<file path="src/rtl/extensor_imediato_pipe_if.sv">
// Handshake bundle between the decode stage and the immediate extender.
// Ports: in_valid/in_ready/in_imm/in_modo (producer -> extender),
//        out_valid/out_ready/out_dado (extender -> ALU-B / branch-adder muxes).
interface extensor_imediato_pipe_if #(
    parameter int IN_W  = 16,
    parameter int OUT_W = 32
);
    logic             in_valid;
    logic             in_ready;
    logic [IN_W-1:0]  in_imm;
    logic [1:0]       in_modo;
    logic             out_valid;
    logic             out_ready;
    logic [OUT_W-1:0] out_dado;

    // Environment side: drives immediates in, consumes results.
    modport master (
        output in_valid, in_imm, in_modo, out_ready,
        input  in_ready, out_valid, out_dado
    );

    // Extender side.
    modport slave (
        input  in_valid, in_imm, in_modo, out_ready,
        output in_ready, out_valid, out_dado
    );
endinterface

</file>
<file path="src/rtl/extensor_imediato_pipe.sv">
// Purpose : IN_W -> OUT_W immediate extender (sign / zero / upper / branch<<2), registered output.
// Latency : 1 cycle from input transfer to out_dado; 1 result/cycle with out_ready held high.
// Backpr. : 2-entry skid (head + skid); in_ready is registered, never combinational from out_ready.
// Ports   : clk, rst (sync, active-high), bus (extensor_imediato_pipe_if.slave);
//           out_contagem[15:0] (output-transfer counter) present only with EXTENSOR_CONTADOR_EN.
module extensor_imediato_pipe #(
    parameter int IN_W  = 16,
    parameter int OUT_W = 32
) (
    input  logic                           clk,
    input  logic                           rst,
    extensor_imediato_pipe_if.slave        bus
`ifdef EXTENSOR_CONTADOR_EN
    ,
    output logic [15:0]                    out_contagem
`endif
);

    if (OUT_W < 2*IN_W) begin : g_param_check
        $error("extensor_imediato_pipe: OUT_W must be >= 2*IN_W");
    end

    typedef enum logic [1:0] {
        VAZIO = 2'd0,
        UM    = 2'd1,
        CHEIO = 2'd2
    } ocup_t;

    ocup_t              estado_q;
    logic [OUT_W-1:0]   head_q;
    logic [OUT_W-1:0]   skid_q;
    logic               out_valid_q;
    logic               in_ready_q;
`ifdef EXTENSOR_CONTADOR_EN
    logic [15:0]        contagem_q;
`endif

    logic [OUT_W-1:0]   sext_w;
    logic [OUT_W-1:0]   ext_d;
    logic               in_fire;
    logic               out_fire;

    assign in_fire  = bus.in_valid && in_ready_q;
    assign out_fire = out_valid_q && bus.out_ready;

    // Extended value of the immediate currently on the input bus.
    always_comb begin
        sext_w = OUT_W'($signed(bus.in_imm));
        ext_d  = sext_w;
        case (bus.in_modo)
            2'd1:    ext_d = OUT_W'(bus.in_imm);
            2'd2:    ext_d = OUT_W'(bus.in_imm) << IN_W;
            2'd3:    ext_d = sext_w << 2;   // top two sign bits fall off
            default: ext_d = sext_w;
        endcase
    end

    // Occupancy FSM; out_valid/in_ready are registered alongside the state.
    always_ff @(posedge clk) begin
        if (rst) begin
            estado_q    <= VAZIO;
            head_q      <= '0;
            skid_q      <= '0;
            out_valid_q <= 1'b0;
            in_ready_q  <= 1'b1;
        end else begin
            case (estado_q)
                VAZIO: begin
                    if (in_fire) begin
                        head_q      <= ext_d;
                        estado_q    <= UM;
                        out_valid_q <= 1'b1;
                        in_ready_q  <= 1'b1;
                    end
                end
                UM: begin
                    if (in_fire && out_fire) begin
                        // Head leaves and is replaced in the same edge.
                        head_q <= ext_d;
                    end else if (in_fire) begin
                        skid_q      <= ext_d;
                        estado_q    <= CHEIO;
                        in_ready_q  <= 1'b0;
                    end else if (out_fire) begin
                        estado_q    <= VAZIO;
                        out_valid_q <= 1'b0;
                    end
                end
                CHEIO: begin
                    if (out_fire) begin
                        head_q      <= skid_q;
                        estado_q    <= UM;
                        in_ready_q  <= 1'b1;
                    end
                end
                default: begin
                    estado_q    <= VAZIO;
                    out_valid_q <= 1'b0;
                    in_ready_q  <= 1'b1;
                end
            endcase
        end
    end

`ifdef EXTENSOR_CONTADOR_EN
    // Free-running count of output transfers, wraps at 16 bits.
    always_ff @(posedge clk) begin
        if (rst) begin
            contagem_q <= 16'd0;
        end else if (out_fire) begin
            contagem_q <= contagem_q + 16'd1;
        end
    end

    assign out_contagem = contagem_q;
`endif

    assign bus.out_valid = out_valid_q;
    assign bus.in_ready  = in_ready_q;
    assign bus.out_dado  = head_q;

endmodule

</file>
<file path="src/flat_wrapper.sv">
// flat-port wrapper written by rule: the top's interface ports become plain ports
module extensor_imediato_pipe_flat 
#(
    parameter int IN_W  = 16,
    parameter int OUT_W = 32
)
  (clk, rst, bus_in_valid, bus_in_imm, bus_in_modo, bus_out_ready, bus_in_ready, bus_out_valid, bus_out_dado);
  extensor_imediato_pipe_if #(.IN_W(IN_W), .OUT_W(OUT_W)) bus_i ();
  input  logic clk;
  input  logic rst;
  input wire logic [$bits(bus_i.in_valid)-1:0] bus_in_valid;
  input wire logic [$bits(bus_i.in_imm)-1:0] bus_in_imm;
  input wire logic [$bits(bus_i.in_modo)-1:0] bus_in_modo;
  input wire logic [$bits(bus_i.out_ready)-1:0] bus_out_ready;
  output wire logic [$bits(bus_i.in_ready)-1:0] bus_in_ready;
  output wire logic [$bits(bus_i.out_valid)-1:0] bus_out_valid;
  output wire logic [$bits(bus_i.out_dado)-1:0] bus_out_dado;
  assign bus_i.in_valid = bus_in_valid;
  assign bus_i.in_imm = bus_in_imm;
  assign bus_i.in_modo = bus_in_modo;
  assign bus_i.out_ready = bus_out_ready;
  assign bus_in_ready = bus_i.in_ready;
  assign bus_out_valid = bus_i.out_valid;
  assign bus_out_dado = bus_i.out_dado;
  extensor_imediato_pipe #(.IN_W(IN_W), .OUT_W(OUT_W)) u_core (.clk(clk), .rst(rst), .bus(bus_i));
endmodule
</file>
<file path="config.mk">
export PLATFORM = sky130hd
export DESIGN_NAME = extensor_imediato_pipe_flat
export DESIGN_NICKNAME = d
export VERILOG_FILES = /design/src/rtl/extensor_imediato_pipe_if.sv /design/src/rtl/extensor_imediato_pipe.sv /design/src/flat_wrapper.sv
export SDC_FILE = /design/constraint.sdc
export NUM_CORES = 1
export LEC_CHECK = 0
export CAP_MARGIN = 20
export CORE_UTILIZATION = 35
export DETAILED_ROUTE_END_ITERATION = 7
export PLACE_DENSITY = 0.67
export SLEW_MARGIN = 20
export SYNTH_ARGS = -nofsm -noshare
export SYNTH_HDL_FRONTEND = slang
export SYNTH_SLANG_ARGS = --single-unit
export TNS_END_PERCENT = 20
</file>
<file path="constraint.sdc">
create_clock -name clk -period 4.4 [get_ports clk]
set_input_delay 0.66 -clock clk [delete_from_list [all_inputs] [get_ports clk]]
set_output_delay 0.66 -clock clk [all_outputs]
set_load 0.03 [all_outputs]
</file>
Word level (Yosys, flattened, before mapping)
Index checks and enable logic that the tools add are counted.
- equality and inequality tests: 13
- multiplexer cells: 20
- bitwise logic cells: 2
- reductions and logical operators: 10
- operator list (cell ; number):
    $pmux 32 s3 ; 2
    $mux 32 ; 3
    $reduce_and 4->1 ; 3
    $mux 2 ; 5
    $ne 2x1->1 const B ; 5
    $mux 1 ; 7
    $eq 2x2->1 const B ; 3
    $pmux 1 s3 ; 2
    $pmux 2 s3 ; 1
    $reduce_and 5->1 ; 1
    $eq 2x1->1 const B ; 2
    $ne 2x2->1 const B ; 2
    $logic_and 1x1->1 ; 3
    $ne 3x1->1 const B ; 1
    $reduce_and 3->1 ; 1
    $reduce_bool 3->1 ; 1
    $logic_not 2->1 ; 1
    $not 1->1 ; 2
- register bits: 68
- input bits: 22
- logic and storage cells: 50

Logic depth before layout (Yosys ltp)
- word-level depth: 5
- gate-level depth with buffers: 8
- depth with buffers taken out: 4

Worst setup path after synthesis
OpenSTA, ideal clock, no wires.
- path type: in2reg
- start point: in bus_in_modo[1]
- end point: reg u_core.head_q[25], in the netlist u_core.bus.out_dado[25]
- setup time: 0.143 ns
- arrival: 1.749 ns
- required time: 4.257 ns
- setup slack: 2.509 ns
- cell stages on the path: 7
- path buffers: 3
- path through: and2_1 -> buf_2 -> o21a_1 -> buf_4 -> buf_4 -> a211oi_1 -> o41ai_2
- longest elaborated chain between the ends: 4
- elaborated cells between the ends (all ways): 7
- RTL lines (item ; line ; text):
    start, declared ; flat_wrapper.sv:13 ; input wire logic [$bits(bus_i.in_modo)-1:0] bus_in_modo;
    $eq 2x2->1 / $eq 2x1->1 (equally long branches) ; extensor_imediato_pipe.sv:50 ; case (bus.in_modo)
    $pmux 32 s3 * ; extensor_imediato_pipe.sv:50 ;
    $mux 32, on equally long branches ; extensor_imediato_pipe.sv:77, extensor_imediato_pipe.sv:69 ;
    $pmux 32 s3 * ; extensor_imediato_pipe.sv:67 ; case (estado_q)
    end signal, assigned ; extensor_imediato_pipe.sv:70 ; head_q <= ext_d;
    end signal, assigned ; extensor_imediato_pipe.sv:79 ; head_q <= ext_d;
    end signal, assigned ; extensor_imediato_pipe.sv:91 ; head_q <= skid_q;
    end, declared ; extensor_imediato_pipe.sv:30 ; logic [OUT_W-1:0] head_q;
Every way passes the cells marked *; elsewhere a longest branch is shown, timed or not. The select of a mux whose other input is x is not followed.
A chain may end at the register's enable or synchronous reset.

Worst setup path after layout
- start point: in bus_in_modo[0]
- end point: reg u_core.head_q[28], in the netlist u_core.bus.out_dado[28]
Same word-level chain as after synthesis.

==> flow_summary.ini <==
[run_status]
status = finished, violations left
violations = design-rule violations

[logic_synthesis]
ys.flop_type = dfxtp_1
synth_area_um2 = 3230
synth.avg_cell_area_um2 = 8.86
ys_warn_count = 0
syn_inst = 364
synthTopCellsByArea = dfxtp_1 (42%), a211oi_1 (10%), nor2_1 (7.3%)
ys_types = 34
yosys.area.top_type = dfxtp_1
synth.ff_latch_count = 68
synth_seq_area_share_pct = 42.2
synth-edff-count = 0
synth-async-reset-ratio_pct = 0
syn_nets = 386
yosysTopAreaCellShare_pct = 42.2

[run]
max_cap_viol_count = 0

[global_route]
grt_usage_pct = 17.5
grt_pass1_wl_mm = 13.4
grt_max_degree = 61
grt_pass1_vias = 2591
antenna_found_initial = 0
gr-total-overflow = 0

[sta]
rsz0062_at_grt = false
finalCritPeriodShare_pct = 63.1
whs_ns = 0.453
slew_headroom_pct = 32.4
finClkSkew_ns = 0.00662
tightest_slew_ns = 1.01
finalCriticalPeriod_ns = 2.77
tns_ns = 0
max_freq_mhz = 360
setup_violations = 0
final_hold_viol_count = 0
drv_slew = 0

[clock_network]
cts_hold_buf = 0
clk_latency_ns = 0.34
cts_tree = yes
ctsResizeCount = 0
clock_sinks = 68
cts_buffers = 9
post-cts-setup-buffers = 0
htree_levels = 3
clk_pin_slew_ns = 0.07
clockBufferDepth = 2
clockRootBuffer = clkbuf_8

[detailed_routing]
avgViaCountPerCell = 5.50
wire_per_inst_um = 16.0
drc = 3
antenna_left = 0
num_vias = 2800
first_pass_iters = 6
drt-total-wl_mm = 8.12
drt_iter0_drc = 202

[finish]
multi_input_area_um2 = 1640
fin_util_pct = 44.7
finalNonFillerCells = 509
fill_cells = 870
area_delta_synth_final_pct = 22.0
drive_gt1_share_pct = 10.5
regArea_um2 = 1360
diodes = 0
layout.nets = 418

[floorplanning]
die_x_um = 98.0
fp-row-count = 34
start_util_pct = 36.6
core_um2 = 8810
die_h_um = 98.0
ios = 56
fp.dieArea_um2 = 9610

[worst_setup_path]
reg2reg_slack_ns = 2.52
cp-start-kind = input port
worstSetupPathType = in2reg
arrival_ns = 3.02
crit_fanout = 28
r2r_cells = 5
worstPathRequired_ns = 4.64
reg2reg_to = u_core.bus.out_dado[15]$_SDFFE_PP0P_
setup.worst_path.start = bus_in_modo[0]
end_kind = flop
reg2reg_from = u_core.estado_q[0]$_SDFFE_PP0P_

[min_path]
hold_depth = 2
hold_path_class = reg2reg
worstHoldStart = u_core.bus.out_dado[4]$_SDFFE_PP0P_
hold_end = u_core.bus.out_dado[4]$_SDFFE_PP0P_

[power_and_ir_drop]
power_density_nw_per_um2 = 441
ir_drop_v = 0.000245
total_power_w = 0.00174
p_leak_nw = 1.43

[place]
port-buffer-count = 55
gp_congestion = 0.746
dpl.cell_count = 493
dpl.hpwl_mm = 5.23
==> cell usage after synthesis (3+ instances only) <==
library cell  instances
nand3b_1             15
dfxtp_1              68
a22oi_1              14
nand2_1              26
nor3_1               18
buf_6                 5
a21oi_1              19
a21oi_2               3
and2_1                3
buf_4                 4
clkbuf_1             17
nor2_1               63
buf_2                13
a211o_1              15
o41ai_2              14
a211oi_1             45
==> registers in the layout (all words and copies together) (netlist names) <==
name                  count
u_core.bus.out_dado      32
u_core.skid_q            32
u_core.estado_q           2
u_core.bus.in_ready       1
u_core.bus.out_valid      1
==> area by class of cell <==
| cell class | count | area share [%] |
|---|---|---|
| multi-input combinational | 255 | 41.8 |
| sequential | 68 | 34.6 |
| timing repair buffer | 61 | 15.0 |
| clock buffer | 12 | 3.94 |
| tap | 108 | 3.43 |
| clock inverter | 4 | 1.21 |
| inverter | 1 | 0.0953 |
==> cells in the final DEF (no fill, tap or decap), drive strengths merged, types with 2 or more instances in the layout <==
cell / synthesis / layout
nand3b: 15 / 15
and3: 2 / 2
mux2i: 2 / 2
a22oi: 14 / 14
a211o: 15 / 15
a211oi: 45 / 45
nand2: 26 / 26
o41ai: 14 / 14
nor2: 64 / 64
a21boi: 2 / 2
clkinv: 0 / 2
a21oi: 22 / 22
clkdlybuf4s50: 0 / 54
nand3: 2 / 2
dfxtp: 68 / 68
nor3: 18 / 18
clkbuf: 17 / 12
and2: 3 / 3
buf: 23 / 7
o21bai: 2 / 2
==> worst max-delay path by stage <==
stage / endpoint / depth (start not counted)
6_report: u_core.bus.out_dado[28]$_SDFFE_PP0P_ / 5
5_1_grt: u_core.bus.out_dado[20]$_SDFFE_PP0P_ / 5
4_1_cts: u_core.bus.out_dado[28]$_SDFFE_PP0P_ / 5
3_5_place_dp: u_core.bus.out_dado[28]$_SDFFE_PP0P_ / 5
3_3_place_gp: u_core.bus.out_dado[26]$_SDFFE_PP0P_ / 5
2_1_floorplan: u_core.bus.out_dado[25]$_SDFFE_PP0P_ / 7
==> where the power goes <==
part | switching (W) | total, W | internal, W
combinational | 0.000291 | 0.000479 | 0.000188
sequential | 0.0000425 | 0.000730 | 0.000687
clock | 0.000236 | 0.000527 | 0.000291
==> through the flow <==
step	instance area, um^2	worst slack, ns
6_report	3940	1.63
5_1_grt	3940	1.42
4_1_cts	3940	1.66
3_5_place_dp	3730	1.31
3_3_place_gp	3730	1.38
2_1_floorplan	3230	2.51
==> layer usage <==
metal	wire [um]	global-route usage, %	up-vias
li1	-	-	1401
met1	3800	23.9	1316
met2	3870	26.9	79
met3	413	4.22	4
met4	38	5.94	0
met5	0	0	-
==> critical path, cell delays in order <==
cell and delay [ns]:
clkdlybuf4s50_1 0.55, and2_1 0.46, o21a_1 0.88, a211oi_1 0.14, o41ai_2 0.31
==> logic make-up after synthesis <==
group | Yosys count | synth area share (%)
simple gates | 133 | 18.8
buf+inv | 41 | 6.90
flops | 68 | 42.2
compound gates | 120 | 31.5
mux | 2 | 0.620
Power figures use the tool's default switching activity.
